--- config.mk ---
export PLATFORM = sky130hd
export DESIGN_NAME = tmp_seq_ctrl
export DESIGN_NICKNAME = d
export VERILOG_FILES = /design/src/rtl/tmp_pkg.sv /design/src/rtl/tmp_phase_cnt.sv /design/src/rtl/tmp_seq_ctrl.sv
export SDC_FILE = /design/constraint.sdc
export NUM_CORES = 1
export LEC_CHECK = 0
export ABC_AREA = 1
export CAP_MARGIN = 20
export CORE_AREA = 2 2 85 54
export DETAILED_ROUTE_END_ITERATION = 12
export DIE_AREA = 0 0 87 56
export PLACE_DENSITY = 0.84
export SETUP_SLACK_MARGIN = 0.05
export SYNTH_ARGS = -nofsm -noshare
export SYNTH_HDL_FRONTEND = slang
export SYNTH_SLANG_ARGS = --single-unit
--- constraint.sdc ---
create_clock -name clk -period 2.8 [get_ports clk]
set_clock_uncertainty 0.05 [all_clocks]
set_input_delay 0.28 -clock clk [delete_from_list [all_inputs] [get_ports clk]]
set_output_delay 0.28 -clock clk [all_outputs]
set_load 0.02 [all_outputs]
--- src/rtl/tmp_pkg.sv ---
// Shared definitions for the temperature-sensor sequencer and its readout block.
package tmp_pkg;

  typedef enum logic [3:0] {
    S_IDLE, S_PRECHARGE, S_SETUP, S_BLANK_BD, S_BIGDIODE, S_BLANK_D,
    S_DIODE, S_BLANK_CH, S_CHARGE_H, S_CHARGE_L, S_OUTPUT
  } tmp_state_t;

  localparam int DEF_PRE_CYC    = 64;
  localparam int DEF_BD_CYC     = 12;
  localparam int DEF_D_CYC      = 9;
  localparam int DEF_CH_CYC     = 6;
  localparam int DEF_N_CONV     = 16;
  localparam int DEF_SETUP_LOWS = 5;
  localparam int DEF_SETUP_MAX  = 63;

  // Switch-phase bundle driven towards the analog core.
  typedef struct packed {
    logic pi1, pi2, pii1, pii2, pa, pb, pc, pd;
  } tmp_sw_t;

  function automatic int imax(int a, int b);
    return (a > b) ? a : b;
  endfunction

  // Static switch pattern held for the whole of a state.
  function automatic tmp_sw_t sw_for(tmp_state_t s);
    tmp_sw_t sw;
    sw = '0;
    case (s)
      S_IDLE, S_PRECHARGE, S_OUTPUT: begin sw.pb = 1'b1; sw.pc = 1'b1; sw.pd = 1'b1; end
      S_SETUP, S_BIGDIODE:           begin sw.pi1 = 1'b1; sw.pi2 = 1'b1; end
      S_DIODE:                       begin sw.pii1 = 1'b1; sw.pii2 = 1'b1; end
      S_CHARGE_H:                    begin sw.pa = 1'b1; sw.pb = 1'b1; end
      S_CHARGE_L:                    begin sw.pa = 1'b1; sw.pc = 1'b1; end
      default:                       sw = '0;
    endcase
    return sw;
  endfunction

endpackage

--- src/rtl/tmp_phase_cnt.sv ---
// Loadable down-counter with terminal flag; one instance times every phase.
module tmp_phase_cnt #(
  parameter int W = 7
) (
  input  logic         clk,
  input  logic         reset,
  input  logic         load,
  input  logic [W-1:0] load_val,
  output logic         tc
);

  logic [W-1:0] cnt;

  // load takes priority; otherwise count down and park at zero
  always_ff @(posedge clk) begin
    if (reset)           cnt <= '0;
    else if (load)       cnt <= load_val;
    else if (cnt != '0)  cnt <= cnt - 1'b1;
  end

  // a phase loaded with len-1 lasts len cycles and ends on the cycle tc is high
  assign tc = (cnt == '0);

endmodule

--- src/rtl/tmp_seq_ctrl.sv ---
// Switched-capacitor temperature sensor sequencer: precharge, bias setup,
// N_CONV incremental delta-sigma iterations, result strobe.
module tmp_seq_ctrl
  import tmp_pkg::*;
#(
  parameter int PRE_CYC    = DEF_PRE_CYC,
  parameter int BD_CYC     = DEF_BD_CYC,
  parameter int D_CYC      = DEF_D_CYC,
  parameter int CH_CYC     = DEF_CH_CYC,
  parameter int N_CONV     = DEF_N_CONV,
  parameter int SETUP_LOWS = DEF_SETUP_LOWS,
  parameter int SETUP_MAX  = DEF_SETUP_MAX,
  parameter int RES_W      = $clog2(N_CONV + 1)
) (
  input  logic             clk,
  input  logic             reset,
  input  logic             start,
  input  logic             continuous,
  input  logic             cmp,
  output logic             PI1,
  output logic             PI2,
  output logic             PII1,
  output logic             PII2,
  output logic             PA,
  output logic             PB,
  output logic             PC,
  output logic             PD,
  output logic             s_BG2CMP,
  output logic             src_n,
  output logic             snk,
  output logic             cmp_p1,
  output logic             cmp_p2,
  output logic             preChrg,
  output logic             setupBias,
  output logic             busy,
  output logic             setupFail,
  output logic             valid,
  output logic [RES_W-1:0] result
);

  localparam int CNT_MAX = imax(imax(PRE_CYC, SETUP_MAX), imax(imax(BD_CYC, D_CYC), CH_CYC));
  localparam int CW      = $clog2(CNT_MAX + 1);
  localparam int LW      = $clog2(SETUP_LOWS + 1);

  tmp_state_t       state, nxt;
  tmp_sw_t          sw;
  logic [RES_W-1:0] acc, iter;
  logic [LW-1:0]    lows;
  logic             d, tc, ld, lows_done;
  logic [CW-1:0]    ld_val;

  tmp_phase_cnt #(.W(CW)) u_phase (
    .clk      (clk),
    .reset    (reset),
    .load     (ld),
    .load_val (ld_val),
    .tc       (tc)
  );

  assign {PI1, PI2, PII1, PII2, PA, PB, PC, PD} = sw;

  // next state, and phase-counter reload on every state change
  always_comb begin
    nxt       = state;
    ld_val    = '0;
    lows_done = !cmp && (lows == LW'(SETUP_LOWS - 1));
    case (state)
      S_IDLE:                 if (start) nxt = S_PRECHARGE;
      S_PRECHARGE:            if (tc) nxt = S_SETUP;
      S_SETUP:                if (lows_done || tc) nxt = S_BLANK_BD;
      S_BLANK_BD:             nxt = S_BIGDIODE;
      S_BIGDIODE:             if (tc) nxt = S_BLANK_D;
      S_BLANK_D:              nxt = S_DIODE;
      S_DIODE:                if (tc) nxt = S_BLANK_CH;
      S_BLANK_CH:             nxt = d ? S_CHARGE_H : S_CHARGE_L;
      S_CHARGE_H, S_CHARGE_L: if (tc) nxt = (iter == RES_W'(N_CONV - 1)) ? S_OUTPUT : S_BLANK_BD;
      S_OUTPUT:               nxt = continuous ? S_PRECHARGE : S_IDLE;
      default:                nxt = S_IDLE;
    endcase
    case (nxt)
      S_PRECHARGE:            ld_val = CW'(PRE_CYC - 1);
      S_SETUP:                ld_val = CW'(SETUP_MAX - 1);
      S_BIGDIODE:             ld_val = CW'(BD_CYC - 1);
      S_DIODE:                ld_val = CW'(D_CYC - 1);
      S_CHARGE_H, S_CHARGE_L: ld_val = CW'(CH_CYC - 1);
      default:                ld_val = '0;
    endcase
    ld = (nxt != state);
  end

  // state register and all outputs, registered from the state being entered
  always_ff @(posedge clk) begin
    if (reset) begin
      state     <= S_IDLE;
      sw        <= sw_for(S_IDLE);
      cmp_p1    <= 1'b1;
      cmp_p2    <= 1'b0;
      s_BG2CMP  <= 1'b0;
      src_n     <= 1'b1;
      snk       <= 1'b0;
      preChrg   <= 1'b0;
      setupBias <= 1'b0;
      busy      <= 1'b0;
      setupFail <= 1'b0;
      valid     <= 1'b0;
      result    <= '0;
      acc       <= '0;
      iter      <= '0;
      lows      <= '0;
      d         <= 1'b0;
    end else begin
      state     <= nxt;
      sw        <= sw_for(nxt);
      busy      <= (nxt != S_IDLE);
      preChrg   <= (nxt == S_PRECHARGE);
      setupBias <= (nxt == S_PRECHARGE) || (nxt == S_SETUP);
      s_BG2CMP  <= (nxt == S_PRECHARGE) || (nxt == S_SETUP);
      valid     <= (nxt == S_OUTPUT);
      src_n     <= 1'b1;
      snk       <= 1'b0;
      case (state)
        S_IDLE: if (start) begin
          setupFail <= 1'b0;
          acc       <= '0;
          iter      <= '0;
        end
        S_PRECHARGE: begin
          lows <= '0;
          if (tc) begin cmp_p1 <= ~cmp_p1; cmp_p2 <= ~cmp_p2; end
        end
        S_SETUP: begin
          // bias nudged up on cmp=1, down on cmp=0; pulse follows the sample
          if (cmp) begin src_n <= 1'b0; lows <= '0; end
          else     begin snk <= 1'b1; lows <= lows + 1'b1; end
          if (tc && !lows_done) setupFail <= 1'b1;
        end
        S_DIODE: if (tc) begin
          d      <= cmp;
          cmp_p1 <= ~cmp_p1;
          cmp_p2 <= ~cmp_p2;
        end
        S_BLANK_CH: if (d) acc <= acc + 1'b1;
        S_CHARGE_H, S_CHARGE_L: if (tc) begin
          iter <= iter + 1'b1;
          if (iter == RES_W'(N_CONV - 1)) result <= acc;
        end
        S_OUTPUT: begin
          if (continuous) begin acc <= '0; iter <= '0; end
          else begin cmp_p1 <= 1'b1; cmp_p2 <= 1'b0; end
        end
        default: ;
      endcase
    end
  end

endmodule

======== Word level (Yosys, flattened, before mapping) ========
Index checks and enable logic that the tools add are counted.
storage, ports and cells
  flip-flop bits (word level) ............. 47
  bits in latches ......................... 0
  bits in writable memories ............... 0
  memory bits (read-only) ................. 0
  bits of input ports ..................... 5
  output and inout bits ................... 23
  word-level logic and storage cells ...... 126
  memories kept ........................... 0
cells by class
  $add $sub $neg .......................... 4
  $mul .................................... 0
  divide/modulo/power cells ............... 0
  order comparisons ....................... 0
  eq/ne operators ......................... 27
  shift-type cells ........................ 0
  multiplexer cells ....................... 37
  bitwise gates (word level) .............. 3
  reduce and logical (&&, ||, !) cells .... 31
operators with widths
  operator             number
  $pmux 4 s10          1
  $pmux 5 s3           2
  $pmux 6 s5           1
  $mux 4               7
  $eq 4x3->1 const B   6
  $eq 4x4->1 const B   6
  $mux 5               4
  $mux 7               2
  $mux 1               13
  $eq 4x2->1 const B   3
  $ne 2x2->1 const B   6
  $add 5x1->5 const B  2
  $reduce_or 2->1      5
  $reduce_and 3->1     3
  $eq 4x1->1 const B   2
  $logic_not 4->1      2
  $reduce_and 4->1     2
  $reduce_bool 2->1    4
  $reduce_or 4->1      2
  $logic_not 7->1      1
  $reduce_bool 7->1    1
  $sub 7x1->7 const B  1
  $pmux 1 s2           3
  $pmux 3 s2           1
  other kinds (15)     22

======== Logic depth before layout (Yosys ltp) ========
  depth in word-level cells ............... 9
  gate-level depth with buffers ........... 17
  gate-level depth less buffers ........... 17

======== Hierarchy ========
A second synthesis with hierarchy kept.
second synthesis, totals
  cell total of the unflattened synthesis .. 321
  area, all modules ....................... 2428.6 um^2
modules (own cells, without submodules)
  module         times used  cells each  area an instance (um^2)
  tmp_seq_ctrl   1           254         1898.1
  tmp_phase_cnt  1           67          530.5

======== Worst setup path after synthesis ========
OpenSTA, ideal clock, no wires.
  path type ............................... reg2reg
  from .................................... reg iter[0]
  to ...................................... reg u_phase.cnt[3]
  library setup time ...................... 128 ps
  data arrival time ....................... 1727 ps
  slack ................................... 895 ps
  cell stages (with the launch flop) ...... 16
  buffers on the path ..................... 0
  clock period less this slack ............ 1905 ps
  cell sequence ........................... dfxtp_1 -> ha_1 -> inv_1 -> nor3_1 -> ha_1 -> nand2_2 -> nor2_4 -> nor2_2 -> nand2_1 -> nand2_1 -> nor2_4 -> nand2_4 -> nor2_2 -> nor2_1 -> nand2_1 -> nor2_1
on the way
  word-level cells in the longest chain between the ends .. 8
  elaborated cells between the ends (all ways) .. 15
RTL lines
  element                    RTL line             source
  start: declaration         tmp_seq_ctrl.sv:47   logic [RES_W-1:0] acc, iter;
  start signal: assignment   tmp_seq_ctrl.sv:144  iter <= iter + 1'b1;
  $eq 5x4->1 *               tmp_seq_ctrl.sv:76   S_CHARGE_H, S_CHARGE_L: if (tc) nxt = (iter == RES_W'(N_CONV - 1)) ? S_OUTPUT : S_BLANK_BD;
  $mux 4 * (2 in a row)      tmp_seq_ctrl.sv:76
  $pmux 4 s10 *              tmp_seq_ctrl.sv:67   case (state)
  $eq 4x4->1                 tmp_seq_ctrl.sv:80   case (nxt)
  $reduce_or 2->1 (no line)  n/a
  $pmux 6 s5                 tmp_seq_ctrl.sv:80
  $mux 7                     tmp_phase_cnt.sv:17  else if (load) cnt <= load_val;
  end signal: assignment     tmp_phase_cnt.sv:17
  end signal: assignment     tmp_phase_cnt.sv:18  else if (cnt != '0) cnt <= cnt - 1'b1;
  end: declaration           tmp_phase_cnt.sv:12  logic [W-1:0] cnt;
Mark *: on every way between the ends. The rest lies on a longest branch, timed or not.
A chain may end at the register's enable or synchronous reset.

======== Worst setup path after layout ========
  from .................................... reg u_phase.cnt[0]
  to ...................................... reg u_phase.cnt[0]
on the way
  word-level cells in the longest chain between the ends .. 8
  elaborated cells between the ends (all ways) .. 22
RTL lines
  element                    RTL line             source
  $logic_not 7->1            tmp_phase_cnt.sv:22  assign tc = (cnt == '0);
  $logic_or 1x1->1           tmp_seq_ctrl.sv:70   S_SETUP: if (lows_done || tc) nxt = S_BLANK_BD;
  $mux 4                     tmp_seq_ctrl.sv:70
  $pmux 4 s10                tmp_seq_ctrl.sv:67
  $eq 4x4->1                 tmp_seq_ctrl.sv:80
  $reduce_or 2->1 (no line)  n/a
  $pmux 6 s5                 tmp_seq_ctrl.sv:80
  $mux 7                     tmp_phase_cnt.sv:17
Parallel ways exist; a longest one is shown, timed or not. The select of a mux whose other input is x is not followed.

==> impl_metrics.tcl <==
set metrics [dict create \
    status "finished clean" \
    layout.core_utilization_pct 64.6 \
    final_antenna_net_count 0 \
    clkSlewWorstSetupHoldPaths_ps 80 \
    syn_nets 316 \
    cp_cell_sequence "inv_1, ha_1, inv_1, nor2_1, nand3_2, nand2_1, nand2_2, nor2_2, nand2_1, nor2_2, nand2_2, nand2_1, o21ai_1, nand2_1, inv_1, nor2_1" \
    power_switching_share_pct 41.1 \
    multi_input_comb_area_mm2 0.00109 \
    via_count_of_the_first_global_routing_pass 1760 \
    worst_hold_path.num_cells 2 \
    die_area_mm2 0.00487 \
    cts-htree-levels 2 \
    cts.path.max_buffers 2 \
    cpMostUsedCell "sky130_fd_sc_hd__nand2_1" \
    netlist.area_leader.share_pct 41.2 \
    power_consumption_w 0.00226 \
    cts.sinks 45 \
    synth_area_leaders "sky130_fd_sc_hd__dfxtp_1, sky130_fd_sc_hd__nand2_1, sky130_fd_sc_hd__nor2_1" \
    clock_latency_ps 300 \
    gp_congestion 0.897 \
    hold_start "cmp_p2" \
    routed_wirelength_um 4670 \
    die_height_um 56 \
    tightestPinTransition_ps 354 \
    postSynthAreaPerCell_um2 7.17 \
    worst_r2r_path_depth 16 \
    numCtsBuffers 5 \
    finalCritPeriodShare_pct 83.4 \
    dieWidth_um 87 \
    cp-end-kind "register" \
    n_antenna_cell 0 \
    clock_power_share_pct 19.2 \
    via_count 1998 \
    setup-violations-final 0 \
    num_io_pins 28 \
    cts_repair_resize_count 0 \
    hold_ep "cmp_p2" \
    grt_use_total_pct 20.8 \
    cts_root_buf "sky130_fd_sc_hd__clkbuf_8" \
    synth-seq-cells 45 \
    final_nets 346 \
    setup-tns-final_ps 0 \
    period_minus_slack_ps 2330 \
    rows 18 \
    required_ps 2990 \
    hold_path.class "register to register" \
    ir_drop_v 0.000484 \
    proportion_of_power_drawn_by_flip_flops_and_latches_pct 35.7 \
    cellPowerDensity_mw_per_mm2 867 \
    grt_pass1_wl_um 7960 \
    drt_pre_antenna_iters 4 \
    synth_edf_count 0 \
    place_hpwl_um 3480 \
    postSynth.topFlopCell "sky130_fd_sc_hd__dfxtp_1" \
    area.sequential_um2 901 \
    worstPathMaxFanout 8 \
    drtIter0Drc 164 \
    grt_setup_unrepaired "false" \
    worstReg2RegStart "u_phase.cnt[0]" \
    syn_inst 305 \
    synth_top_area_cell "sky130_fd_sc_hd__dfxtp_1" \
    cts_tree "done" \
    grt-ovfl-total 0 \
    ys_seq_area_share_pct 41.2 \
    cap_viol_max_count 0 \
    critPathSlowestCell "sky130_fd_sc_hd__dfxtp_1" \
    final-max-slew-violation-count 0 \
    final_hold_viol_count 0 \
    total_leakage_power_nw 1.14 \
    total_switching_power_w 0.000928 \
    comb_power_share_pct 45.1 \
    largest_net_degree_at_the_start_of_global_routing 20 \
    synthDistinctLibCells 29 \
    cts-hold-fix-buffers 0 \
    cell_internal_pwr_w 0.00133 \
    synth_warnings 0 \
    critical_path.startpoint_type "register" \
    hold_ws_ps 420 \
    drt-vias-per-instance 5.18 \
    post_route_cells_drive_above_1_share_pct 10.1 \
    r2r_end "u_phase.cnt[0]" \
    final_cell_mix "sky130_fd_sc_hd__nand2_1, sky130_fd_sc_hd__dfxtp_1, sky130_fd_sc_hd__nor2_1, sky130_fd_sc_hd__inv_1, sky130_fd_sc_hd__clkdlybuf4s50_1" \
    initial_core_util_pct 54.3 \
    routed_wire_length_per_instance_um 12.1 \
    max_freq_mhz 428 \
    final_common_cell "sky130_fd_sc_hd__nand2_1" \
    number_of_antenna_violations_at_the_first_check_in_global_routing 0 \
    crit_path_max_cell_delay_ps 300 \
    synth_area_mm2 0.00219 \
    areaGrowthSynthToFinish_pct 19.0 \
    asr_flop_ratio_synth_pct 0 \
    number_of_filler_cells_placed_in_the_layout 338 \
    place.port_buffers 27 \
    remaining_drc_errors 0 \
    core_mm2 0.00403 \
    worstSetupPathType "register to register" \
    regToRegSetupSlack_ps 470 \
    max_transition_margin_pct 76.3 \
    cts.repair_timing.setup_buffer_count 0 \
    worst_ep_arrival_time_ps 2520 \
]
[state kept, by name, indices dropped and copies added (netlist names), 3 cells and up]
signal and cells:
u_phase.cnt 7, iter 5, lows 3, state 4
acc 5, result 5
[cell usage after synthesis (2+ instances only)]
library cell and instances:
sky130_fd_sc_hd__o21ai_1 4, sky130_fd_sc_hd__nand3_2 2, sky130_fd_sc_hd__xnor2_1 2, sky130_fd_sc_hd__nor2_2 8
sky130_fd_sc_hd__buf_4 3, sky130_fd_sc_hd__nor3b_1 3, sky130_fd_sc_hd__a32o_1 2, sky130_fd_sc_hd__nand4_1 4
sky130_fd_sc_hd__a21oi_1 16, sky130_fd_sc_hd__inv_2 4, sky130_fd_sc_hd__xor2_1 2, sky130_fd_sc_hd__nor3_1 10
sky130_fd_sc_hd__ha_1 6, sky130_fd_sc_hd__inv_1 39, sky130_fd_sc_hd__o211ai_1 2, sky130_fd_sc_hd__nand2_2 5
sky130_fd_sc_hd__clkbuf_1 3, sky130_fd_sc_hd__dfxtp_1 45, sky130_fd_sc_hd__nor2_1 43, sky130_fd_sc_hd__nand3_1 21
sky130_fd_sc_hd__o21ai_0 16, sky130_fd_sc_hd__nor2_4 4, sky130_fd_sc_hd__nand2_1 55
[layout make-up]
cell class	count	share of cell area [%]
multi-input combinational	211	42.0
sequential	45	34.6
timing repair buffer	29	11.0
inverter	43	6.20
clock buffer	7	3.70
tap	50	2.40
clock inverter	1	0.192
[layer usage]
metal	share of wire, %	track usage [%]
met5	0	0
met4	1.2	6.25
met3	7.4	5.19
met2	38	27.6
met1	53	32.2
[critical path: cells and delay by family, from the launching register on]
kind,cells,cell delay (ps)
adders and majority gates,1,230
buffers and inverters,3,250
DFF,1,300
AOI/OAI and AO/OA,1,70
and+or+nand+nor,11,1370
[how the worst max path moves through the flow]
stage	start	slack, ps	cells past startpoint	end
after floorplan	iter[0]	900	15	u_phase.cnt[3]
after global placement	u_phase.cnt[0]	590	14	u_phase.cnt[5]
after detailed placement	u_phase.cnt[0]	500	14	u_phase.cnt[5]
after CTS	u_phase.cnt[0]	490	14	u_phase.cnt[5]
after global routing	u_phase.cnt[0]	190	14	u_phase.cnt[5]
final	u_phase.cnt[0]	470	16	u_phase.cnt[0]
[power by group through the flow]
stage	Combinational, W	Clock [W]	Sequential, W
floorplan	0.000704	0	0.000865
global placement	0.000996	0	0.000818
detailed placement	0.00100	0	0.000820
CTS	0.00101	0.000448	0.000805
global route	0.00115	0.000470	0.000818
finish	0.00102	0.000434	0.000806
[stage by stage]
step,setup slack [ps],area (µm²),cells
global route,195,2600,386
finish,465,2600,386
global placement,591,2500,378
CTS,488,2600,386
floorplan,895,2190,305
detailed placement,496,2500,378
[cells by family after synthesis]
group                      after synthesis  synth area share [%]
adders and majority gates                6                  3.43
DFF                                     45                  41.2
xor gates and xnor gates                 4                  1.60
and+or+nand+nor                        158                  33.8
buffers and inverters                   49                  8.92
AOI/OAI and AO/OA                       43                  11.0
Note: power is estimated with default switching activity, not from simulation.
